`src/rtl/cordic_pkg.sv`:
```
// Shared types and constants for the CORDIC result serializer.
// Holds field widths, frame length and the packed {phase, mag} result.
package cordic_pkg;

   localparam int MAG_W            = 16;
   localparam int PHASE_W          = 32;
   localparam int BYTES_PER_RESULT = 6;
   localparam int RESULT_W         = MAG_W + PHASE_W;

   typedef struct packed {
      logic [PHASE_W-1:0] phase;
      logic [MAG_W-1:0]   mag;
   } result_t;

   // Frame order: mag low/high, then phase from LSB to MSB.
   function automatic logic [7:0] result_byte(
      input result_t    r,
      input logic [2:0] i
   );
      logic [7:0] b;
      b = 8'h00;
      case (i)
         3'd0:    b = r.mag[7:0];
         3'd1:    b = r.mag[15:8];
         3'd2:    b = r.phase[7:0];
         3'd3:    b = r.phase[15:8];
         3'd4:    b = r.phase[23:16];
         3'd5:    b = r.phase[31:24];
         default: b = 8'h00;
      endcase
      return b;
   endfunction

endpackage

```
`src/rtl/cordic_result_fifo.sv`:
```
// Small result FIFO (DEPTH 2 or 4) with occupancy count.
// Ports: clk, rst, push/wdata, pop/rdata, full, empty, level.
module cordic_result_fifo
   import cordic_pkg::*;
#(
   parameter int DEPTH = 2
) (
   input  logic       clk,
   input  logic       rst,
   input  logic       push,
   input  result_t    wdata,
   input  logic       pop,
   output result_t    rdata,
   output logic       full,
   output logic       empty,
   output logic [2:0] level
);

   localparam int PW = (DEPTH > 2) ? 2 : 1;
   localparam logic [2:0]    DEPTH_L = 3'(DEPTH);
   localparam logic [PW-1:0] LAST_P  = PW'(DEPTH - 1);

   result_t       mem [DEPTH];
   logic [PW-1:0] wr_ptr;
   logic [PW-1:0] rd_ptr;
   logic [2:0]    count;
   logic          push_ok;
   logic          pop_ok;

   assign full    = (count == DEPTH_L);
   assign empty   = (count == 3'd0);
   assign level   = count;
   assign rdata   = mem[rd_ptr];
   assign push_ok = push && !full;
   assign pop_ok  = pop && !empty;

   function automatic logic [PW-1:0] next_ptr(
      input logic [PW-1:0] p
   );
      return (p == LAST_P) ? '0 : p + 1'b1;
   endfunction

   always_ff @(posedge clk) begin
      if (push_ok)
         mem[wr_ptr] <= wdata;
   end

   always_ff @(posedge clk) begin
      if (rst) begin
         wr_ptr <= '0;
         rd_ptr <= '0;
         count  <= 3'd0;
      end else begin
         if (push_ok)
            wr_ptr <= next_ptr(wr_ptr);
         if (pop_ok)
            rd_ptr <= next_ptr(rd_ptr);
         case ({push_ok, pop_ok})
            2'b10:   count <= count + 3'd1;
            2'b01:   count <= count - 3'd1;
            default: count <= count;
         endcase
      end
   end

endmodule

```
`src/rtl/cordic_result_serializer.sv`:
```
// Serializes {phase, mag} CORDIC results into 6-byte frames.
// Ports: res_* result handshake in, out_* byte stream out, level.
module cordic_result_serializer
   import cordic_pkg::*;
#(
   parameter int DEPTH = 2
) (
   input  logic        clk,
   input  logic        rst,
   input  logic        res_valid,
   output logic        res_ready,
   input  logic [15:0] res_mag,
   input  logic [31:0] res_phase,
   output logic [7:0]  out_byte,
   output logic        out_valid,
   input  logic        out_ready,
   output logic        out_last,
   output logic [2:0]  level
);

   localparam logic [2:0] LAST_IDX = 3'(BYTES_PER_RESULT - 1);

   result_t    wdata;
   result_t    head;
   logic       full;
   logic       empty;
   logic       push;
   logic       pop;
   logic       xfer;
   logic [2:0] idx;

   assign wdata.phase = res_phase;
   assign wdata.mag   = res_mag;

   // Ready comes only from registered occupancy.
   assign res_ready = !full;
   assign out_valid = !empty;
   assign out_last  = out_valid && (idx == LAST_IDX);
   assign out_byte  = out_valid ? result_byte(head, idx) : 8'h00;

   assign push = res_valid && res_ready;
   assign xfer = out_valid && out_ready;
   assign pop  = xfer && (idx == LAST_IDX);

   cordic_result_fifo #(
      .DEPTH (DEPTH)
   ) u_fifo (
      .clk   (clk),
      .rst   (rst),
      .push  (push),
      .wdata (wdata),
      .pop   (pop),
      .rdata (head),
      .full  (full),
      .empty (empty),
      .level (level)
   );

   always_ff @(posedge clk) begin
      if (rst)
         idx <= 3'd0;
      else if (xfer)
         idx <= (idx == LAST_IDX) ? 3'd0 : idx + 3'd1;
   end

endmodule

```
`config.mk`:
```
export PLATFORM = sky130hd
export DESIGN_NAME = cordic_result_serializer
export DESIGN_NICKNAME = d
export VERILOG_FILES = /design/src/rtl/cordic_pkg.sv /design/src/rtl/cordic_result_fifo.sv /design/src/rtl/cordic_result_serializer.sv
export SDC_FILE = /design/constraint.sdc
export NUM_CORES = 1
export LEC_CHECK = 0
export ABC_AREA = 1
export CORE_UTILIZATION = 56
export CTS_BUF_LIST = sky130_fd_sc_hd__clkbuf_2 sky130_fd_sc_hd__clkbuf_4 sky130_fd_sc_hd__clkbuf_8
export DETAILED_ROUTE_END_ITERATION = 10
export PLACE_DENSITY_LB_ADDON = 0.1
export REMOVE_ABC_BUFFERS = 1
export SLEW_MARGIN = 40
export SYNTH_ARGS = -nofsm -noshare
export SYNTH_HDL_FRONTEND = slang
export SYNTH_SLANG_ARGS = --single-unit
```
`constraint.sdc`:
```
create_clock -name clk -period 3.9 [get_ports clk]
set_clock_uncertainty 0.05 [all_clocks]
set_input_delay 0.78 -clock clk [delete_from_list [all_inputs] [get_ports clk]]
set_output_delay 0.78 -clock clk [all_outputs]
set_load 0.005 [all_outputs]
```
Yosys cells after proc, flatten, opt, wreduce, memory -nomap -nowiden. Memories as Yosys holds them, arrays and structs flattened. A register that Yosys moved wholly into a read port is not among the register bits. Cells that the tools add are included.

Register bits: 8. Bits in writable memories: 96. Input port bits: 52. Word-level logic and storage cells: 39. Memories: 1.

$add $sub $neg: 5. Equal/unequal tests: 8. Multiplexer cells: 10. Reductions and logical operators: 11.

Memories: u_fifo.mem (depth 2, width 48, rd ports 1, clocked after memory_dff 1, write ports 1, line cordic_result_fifo.sv:23) `result_t mem [DEPTH];`.

Operator list (count): 8-bit case mux with 6 select lines (1); 3-bit by 2-bit == test with 1-bit output (second input constant) (3); 8-bit 2-to-1 mux (1); 3-bit by 1-bit adder with 3-bit output (second input constant) (2); 3-bit == test (second input constant) (2); 1-bit logical AND (6); 3-bit zero test (2); 1-bit 2-to-1 mux (6); 3-bit case mux with 2 select lines (1); 3-bit by 1-bit == test with 1-bit output (second input constant) (1); 3-bit 2-to-1 mux (1); 3-bit by 1-bit subtractor with 3-bit output (second input constant) (1); 1-bit adder (second input constant) (2); 2-bit by 1-bit == test with 1-bit output (second input constant) (1); 2-bit == test (second input constant) (1); 1-bit zero test (2); 2-bit nonzero test (1).

Depth between registers and ports, before layout. Gate-level depths: netlist of run 1.

Depth after elaboration: 7. Gate-level depth with buffers: 12.

Hierarchy. A second synthesis of run 1 with hierarchy kept.

Cells, all modules: 330. Area total of the unflattened synthesis: 4538.1 um^2.

Modules (own cells, without submodules): cordic_result_fifo (times used 1, cells an instance 194, area each 3849.9 um^2); cordic_result_serializer (times used 1, cells an instance 136, area each 688.2 um^2).

Worst setup path after synthesis of run 1. Ideal clock, no wire load.

Path kind: input-to-reg. Start: input res_valid. End: memory u_fifo.mem[1][0] in the netlist's numbering (enable). Arrival: 2.911 ns. Required time: 3.395 ns. Setup slack: 0.484 ns. Stages: 2. Path buffers: 0. Cells stage by stage: nand2_1 nor2_1.

Word-level cells in the longest chain between the ends: 4.

Ends and longest elaborated chain: from (decl) (line cordic_result_serializer.sv:10) `input logic res_valid,`; 1-bit logical AND (line cordic_result_serializer.sv:41) `assign push = res_valid && res_ready;`; 1-bit logical AND (line cordic_result_fifo.sv:34) `assign push_ok = push && !full;`; 1-bit 2-to-1 mux (line cordic_result_fifo.sv:44) `if (push_ok)`; 1-bit 2-to-1 mux (not written as such) (line cordic_result_fifo.sv:45) `mem[wr_ptr] <= wdata;`; to (decl) (line cordic_result_fifo.sv:23).

No other way between the ends.

==> results.md, run 1 <==
- Hold Buf Count CTS: 0
- R2r setup slk: 1540 ps
- Global-route wire length before repair: 13700 microns
- Critical path arrival: 2420 ps
- R2R Path Start: idx[2]$_SDFFE_PP0N_
- Routability cong.: 0.735
- Vias per std cell: 5.09
- RSZ-0062 raised after global routing: no
- Post-CTS Resized: 0
- Yosys warnings: 0
- Top Layer Used: met4
- DR WL/cell: 14.5 microns
- Most used DFF post-synth: edfxtp_1
- Tmin final: 3250 ps
- Non-filler instance count after layout: 597
- EDFF count, synth: 96
- Clk buf depth: 2
- Measured slew at the worst slew-check pin: 750 ps
- Worst-path clk slew: 80 ps
- WL met2: 4490 microns
- Dpl ws: 1040 ps
- Pwr Density: 432 nW/um^2
- Placed Instances: 582
- Largest family of logic cells by synthesized area: simple AND/OR/NAND/NOR gates
- CP Max Fanout: 31
- Top post-synthesis cells by area: edfxtp_1, nand2_1, dfxtp_1
- End of the critical path: out_byte[0]
- Register area share after synthesis: 69.5%
- Vias in the first global route: 2839
- Post-CTS setup buffers: 0
- Post-Synth XOR/XNOR Area: 0%
- H-tree depth: 3
- Met1 WL: 3540 microns
- Setup TNS: 0 ps
- WL met3: 505 microns
- Top-area cell type share of the netlist area: 65.5%
- Synth Area in Simple Gates: 22.1%
- Post-synthesis adder-cell area fraction: 1.02%
- # IOs: 66
- Maximum vdd ir drop: 255 uV
- Commonest cells post-synth: nand2_1, edfxtp_1, inv_1
- CP required: 3070 ps
- Site row count: 31
- Final wirelength: 8640 microns
- Fin. Hold Viols: 0
- Cells on worst reg2reg path: 11
- Die X-Extent: 90.7 microns
- Skew-Pair Late Insertion Delay: 360 ps
- Post-synthesis mux area share: 0%
- TritonCTS Buffers: 9
- DRT iter0 DRCs: 215
- Share of layout cells above drive strength 1: 7.03%
- Number of diodes: 0
- Initial antenna violation count: 0
- Reg-to-Reg End: u_fifo.level[2]$_SDFFE_PP0P_
- Status: completed
- Initial Utilization: 59.4%
- Avg Cell Area, Syn: 10.4 sq um
- Die Ht: 90.7 microns
- Final WS setup: 647 ps
- Most frequent cell after synthesis: nand2_1
- Ys async rst share: 0%
- Nets@finish: 549
- Fmax: 307 MHz
- Post-route DRC: 0
- CTS tree: yes
- Antenna Violating Nets Remaining: 0
- CP Launch Type: flop
- CP Class: reg -> out
- P_leak: 2.22 nW
- Max Cap Viol: 0
- Top cell type by total area after synthesis: edfxtp_1
- Area growth, synth to finish: 22.1%
- Total power draw: 2.33 mW
- Vias after detailed routing: 3039
- Crit. End Element: output port
- Synth Area in Compound Gates: 2.50%
- DR pass1 iterations: 5
- Count of final max-slew check failures: 0
- Die Area: 8220 sq um
- DP Wirelength: 5640 microns
- Largest net degree at the start of global routing: 49
- Syn Inst Count: 423
- Placeable Area: 7410 sq um
- Post-synthesis cell type count: 22
- Fin crit share: 83.4%
- Port Buffers: 65
- HP Class: reg -> reg
- TritonCTS Sinks: 105
- Root Buffer: clkbuf_8
- Total global-route track usage: 22.3%
- #FFs+latches synth: 105
- # setup viols final: 0
- Netlist Area Pre-Place: 4400 sq um
- Final Core Density: 72.6%
- Gr ovfl total: 0
- Slew margin rel.: 49.9%
-- cell families (layout without fill, tap and decap cells) --
kind of cell,after synthesis,in the layout
compound gates,22,22
flops,105,105
fa+ha+maj,3,3
buf+inv,49,124
simple gates,244,244
-- registers in the layout (all words and copies together), names as in the netlist, named ones only --
name	cells
u_fifo.wr_ptr	1
u_fifo.level	3
u_fifo.mem	96
u_fifo.rd_ptr	1
idx	3
-- critical path, cell delays in order, from the launching register on --
cell             delay [ps]
dfxtp_1                 320
inv_2                   390
buf_4                   320
nand2_1                  80
nand2_1                  60
nand2_1                  60
nand2_1                  70
nor2_1                   60
a21oi_1                 150
clkdlybuf4s50_1         540
-- per-layer routing --
layer  vias up  GRT usage (%)
met5         -              0
met4         0           6.85
met3         8           4.55
met2        92           38.6
met1      1435           28.3
li1       1504              -
-- where the power goes --
part	total (mW)	switching (mW)	internal [mW]	leakage, nW
Sequential	1.33	0.0235	1.31	0.972
Combinational	0.291	0.164	0.127	1.14
Clock	0.700	0.345	0.356	0.109
-- worst min path at each step --
stage,depth (start not counted),start,endpoint
final,2,idx[0]$_SDFFE_PP0N_,idx[0]$_SDFFE_PP0N_
after global routing,2,idx[1]$_SDFFE_PP0N_,idx[1]$_SDFFE_PP0N_
after CTS,2,idx[0]$_SDFFE_PP0N_,idx[0]$_SDFFE_PP0N_
after detailed placement,2,idx[0]$_SDFFE_PP0N_,idx[0]$_SDFFE_PP0N_
after global placement,2,u_fifo.rd_ptr$_SDFFE_PP0P_,u_fifo.rd_ptr$_SDFFE_PP0P_
after floorplan,2,u_fifo.rd_ptr$_SDFFE_PP0P_,flop
-- cells in the final DEF (no fill, tap or decap), types with 3 or more instances in the layout --
cell	instances
nand2_1	208
edfxtp_1	96
clkdlybuf4s50_1	65
inv_1	32
a21oi_1	17
nor2_1	15
nand3_1	10
dfxtp_1	9
clkbuf_8	9
buf_4	6
o21ai_0	5
inv_2	4
nor2_4	4
clkinv_2	3
-- area by class of cell --
class                      count  area (sq um)
timing repair buffer          71           696
clock buffer                   9           124
multi-input combinational    269          1140
sequential                   105          3060
inverter                      38           145
tap                           99           124
fill                         528          2030
clock inverter                 6          83.8
-- per-stage QoR --
step,area [sq um],hold slack [ps]
5_1_grt,5380,493
2_1_floorplan,4340,417
3_3_place_gp,5170,429
4_1_cts,5380,479
3_5_place_dp,5170,460
6_report,5380,479
No activity file was read; power rests on OpenSTA's default activity.
==> inputs of run 2 (changes only) <==
- clock period: 3.9 -> 3.4 ns (I/O delays scaled with it)
==> run 2 against run 1 <==
Setup slack worse by 290 ps. Final cell count is 0.17% lower. Routed wire length down 3.4%. Count of clock-buffer cells in the layout is 1 higher. Global-route usage fell by 0.53 points. Via count is 0.33% higher. Power up 13%. First-iteration DRC count shrank 36%. Sequential power is 15% higher. Combinational power is 15% higher. Sequential cell count did not move.
==> results.md, run 2 (synthesized netlist as in run 1, its figures left out) <==
- CP Max Fanout: 8 (-74%)
- CP Cell Sequence: inv_2, ha_1, nand3_1, nand2_1, nor2_1, a21oi_1, clkdlybuf4s50_1
- Global-route wire length before repair: 13500 microns (-1.7%)
- HP Class: reg -> reg
- Status: completed
- Slowest Stage Delay on Critical Path: 540 ps (about the same)
- Crit. End Element: output port
- Post-CTS Resized: 0 (unchanged)
- Nets@finish: 548 (-0.18%)
- Hold WS: 477 ps (-2.03 ps)
- Multi-input logic area: 1140 sq um (unchanged)
- Initial Utilization: 59.4% (unchanged)
- WL met3: 495 microns (-2.0%)
- Routability cong.: 0.732 (-0.45%)
- Port Buffers: 65 (unchanged)
- Max reg flops: 96 (unchanged)
- Die Area: 8220 sq um (unchanged)
- # IOs: 66 (unchanged)
- Total global-route track usage: 21.8% (-0.53 points)
- Vias in the first global route: 2896 (+2.0%)
- DR WL/cell: 14.0 microns (-3.2%)
- Antenna Violating Nets Remaining: 0 (unchanged)
- CP Launch Type: flop
- Setup TNS: 0 ps (unchanged)
- Slew margin rel.: 65.0% (+15 points)
- Max Cap Viol: 0 (unchanged)
- Initial antenna violation count: 0 (unchanged)
- # setup viols final: 0 (unchanged)
- Root Buffer: clkbuf_8
- P_leak: 2.22 nW (-0.24%)
- CTS tree: yes
- Final instance area: 5380 sq um (about the same)
- Largest net degree at the start of global routing: 50 (+2.0%)
- Fmax: 329 MHz
- Pwr Density: 489 nW/um^2 (+13%)
- Post-CTS setup buffers: 0 (unchanged)
- Fin crit share: 89.5%
- FF+latch area: 3060 sq um (unchanged)
- Met1 WL: 3510 microns (-0.96%)
- Number of diodes: 0 (unchanged)
- Skew-Pair Late Insertion Delay: 350 ps (about the same)
- Site row count: 31 (unchanged)
- Most common cell after layout, fill and taps aside: nand2_1
- Vias after detailed routing: 3049 (+0.33%)
- Fin. Hold Viols: 0 (unchanged)
- DR pass1 iterations: 5 (unchanged)
- Gr ovfl total: 0 (unchanged)
- Clk buf depth: 2 (unchanged)
- Total power draw: 2.63 mW (+13%)
- Hold Buf Count CTS: 0 (unchanged)
- Count of final max-slew check failures: 0 (unchanged)
- Placeable Area: 7410 sq um (unchanged)
- Area growth, synth to finish: 22.2% (about the same)
- Critical path arrival: 2310 ps (-110 ps)
- Maximum vdd ir drop: 317 uV (+24%)
- TritonCTS Sinks: 105 (unchanged)
- WL met2: 4200 microns (-6.6%)
- Final wirelength: 8340 microns (-3.4%)
- Buffers & Inverters on Critical Path: 2 (-1)
- Die Ht: 90.7 microns (unchanged)
- RSZ-0062 raised after global routing: no
- CP max-delay cell: clkdlybuf4s50_1
- Measured slew at the worst slew-check pin: 523 ps (-227 ps)
- Vias per std cell: 5.12 (+0.50%)
- Cell Area, Placed: 5190 sq um (+0.34%)
- Fill cells: 547 (+3.6%)
- Largest Register: u_fifo.mem
- H-tree depth: 3 (unchanged)
- Top Layer Used: met4
- TritonCTS Buffers: 9 (unchanged)
- CP delay by family, top: buffers and inverters
- DRT iter0 DRCs: 138 (-36%)
- Share of layout cells above drive strength 1: 6.84% (-0.19 points)
- Post-route DRC: 0 (unchanged)
- Die X-Extent: 90.7 microns (unchanged)
- Tmin final: 3040 ps
- Most frequent cells in the layout: nand2_1, edfxtp_1, clkdlybuf4s50_1
- CP Class: reg -> out
- CP required: 2670 ps (-400 ps)
- DP Wirelength: 5470 microns (-3.0%)
- Final Core Density: 72.7% (about the same)
- Worst-path clk slew: 90 ps (about the same)
-- run 2: worst paths after layout --
| path | from | to | slack, ps | cells after the start |
|---|---|---|---|---|
| worst max-delay path | idx[2]$_SDFFE_PP0N_ | out_byte[7] | 360 | 7 |
| worst min-delay path | idx[1]$_SDFFE_PP0N_ | idx[1]$_SDFFE_PP0N_ | 480 | 2 |
| worst max register to register | idx[2]$_SDFFE_PP0N_ | u_fifo.level[2]$_SDFFE_PP0P_ | 1080 | 11 |
| worst min register to register | idx[1]$_SDFFE_PP0N_ | idx[1]$_SDFFE_PP0N_ | 480 | 2 |
-- run 2: cell type report --
class	count	share of cell area (%)
clock buffers	10	2.44
flip-flops and latches	105	56.9
well taps	99	2.30
clock inverters	5	1.19
inverters	38	2.70
repair buffers	70	13.2
multi-input cells	269	21.2
-- run 2: per-stage QoR --
step                setup WS (ps)  instances
floorplan                    84.1        412
global placement              713        581
detailed placement            598        581
CTS                           304        596
global route                  182        596
finish                        357        596
-- run 2: report_power, final --
group	total [mW]	internal (mW)	switching [mW]	leakage [nW]
Combinational	0.335	0.149	0.186	1.14
Sequential	1.53	1.50	0.0255	0.972
Clock	0.770	0.354	0.416	0.102
Total	2.63	2.01	0.627	2.22
-- run 2: tightest hold or removal path, stage by stage, from the launching register on --
cell and delay, ps:
dfxtp_1 350, inv_2 80, a21oi_1 60
-- run 2: metal layers --
layer / track usage [%] / vias to the layer above
li1: - / 1506
met1: 27.0 / 1421
met2: 36.9 / 109
met3: 5.98 / 13
met4: 7.39 / 0
met5: 0 / -
==> inputs of run 3 (changes only) <==
- GPL_ROUTABILITY_DRIVEN: default -> 1
==> results of run 3 <==
Same layout as run 2: the final DEF is identical, and so are final timing and power.
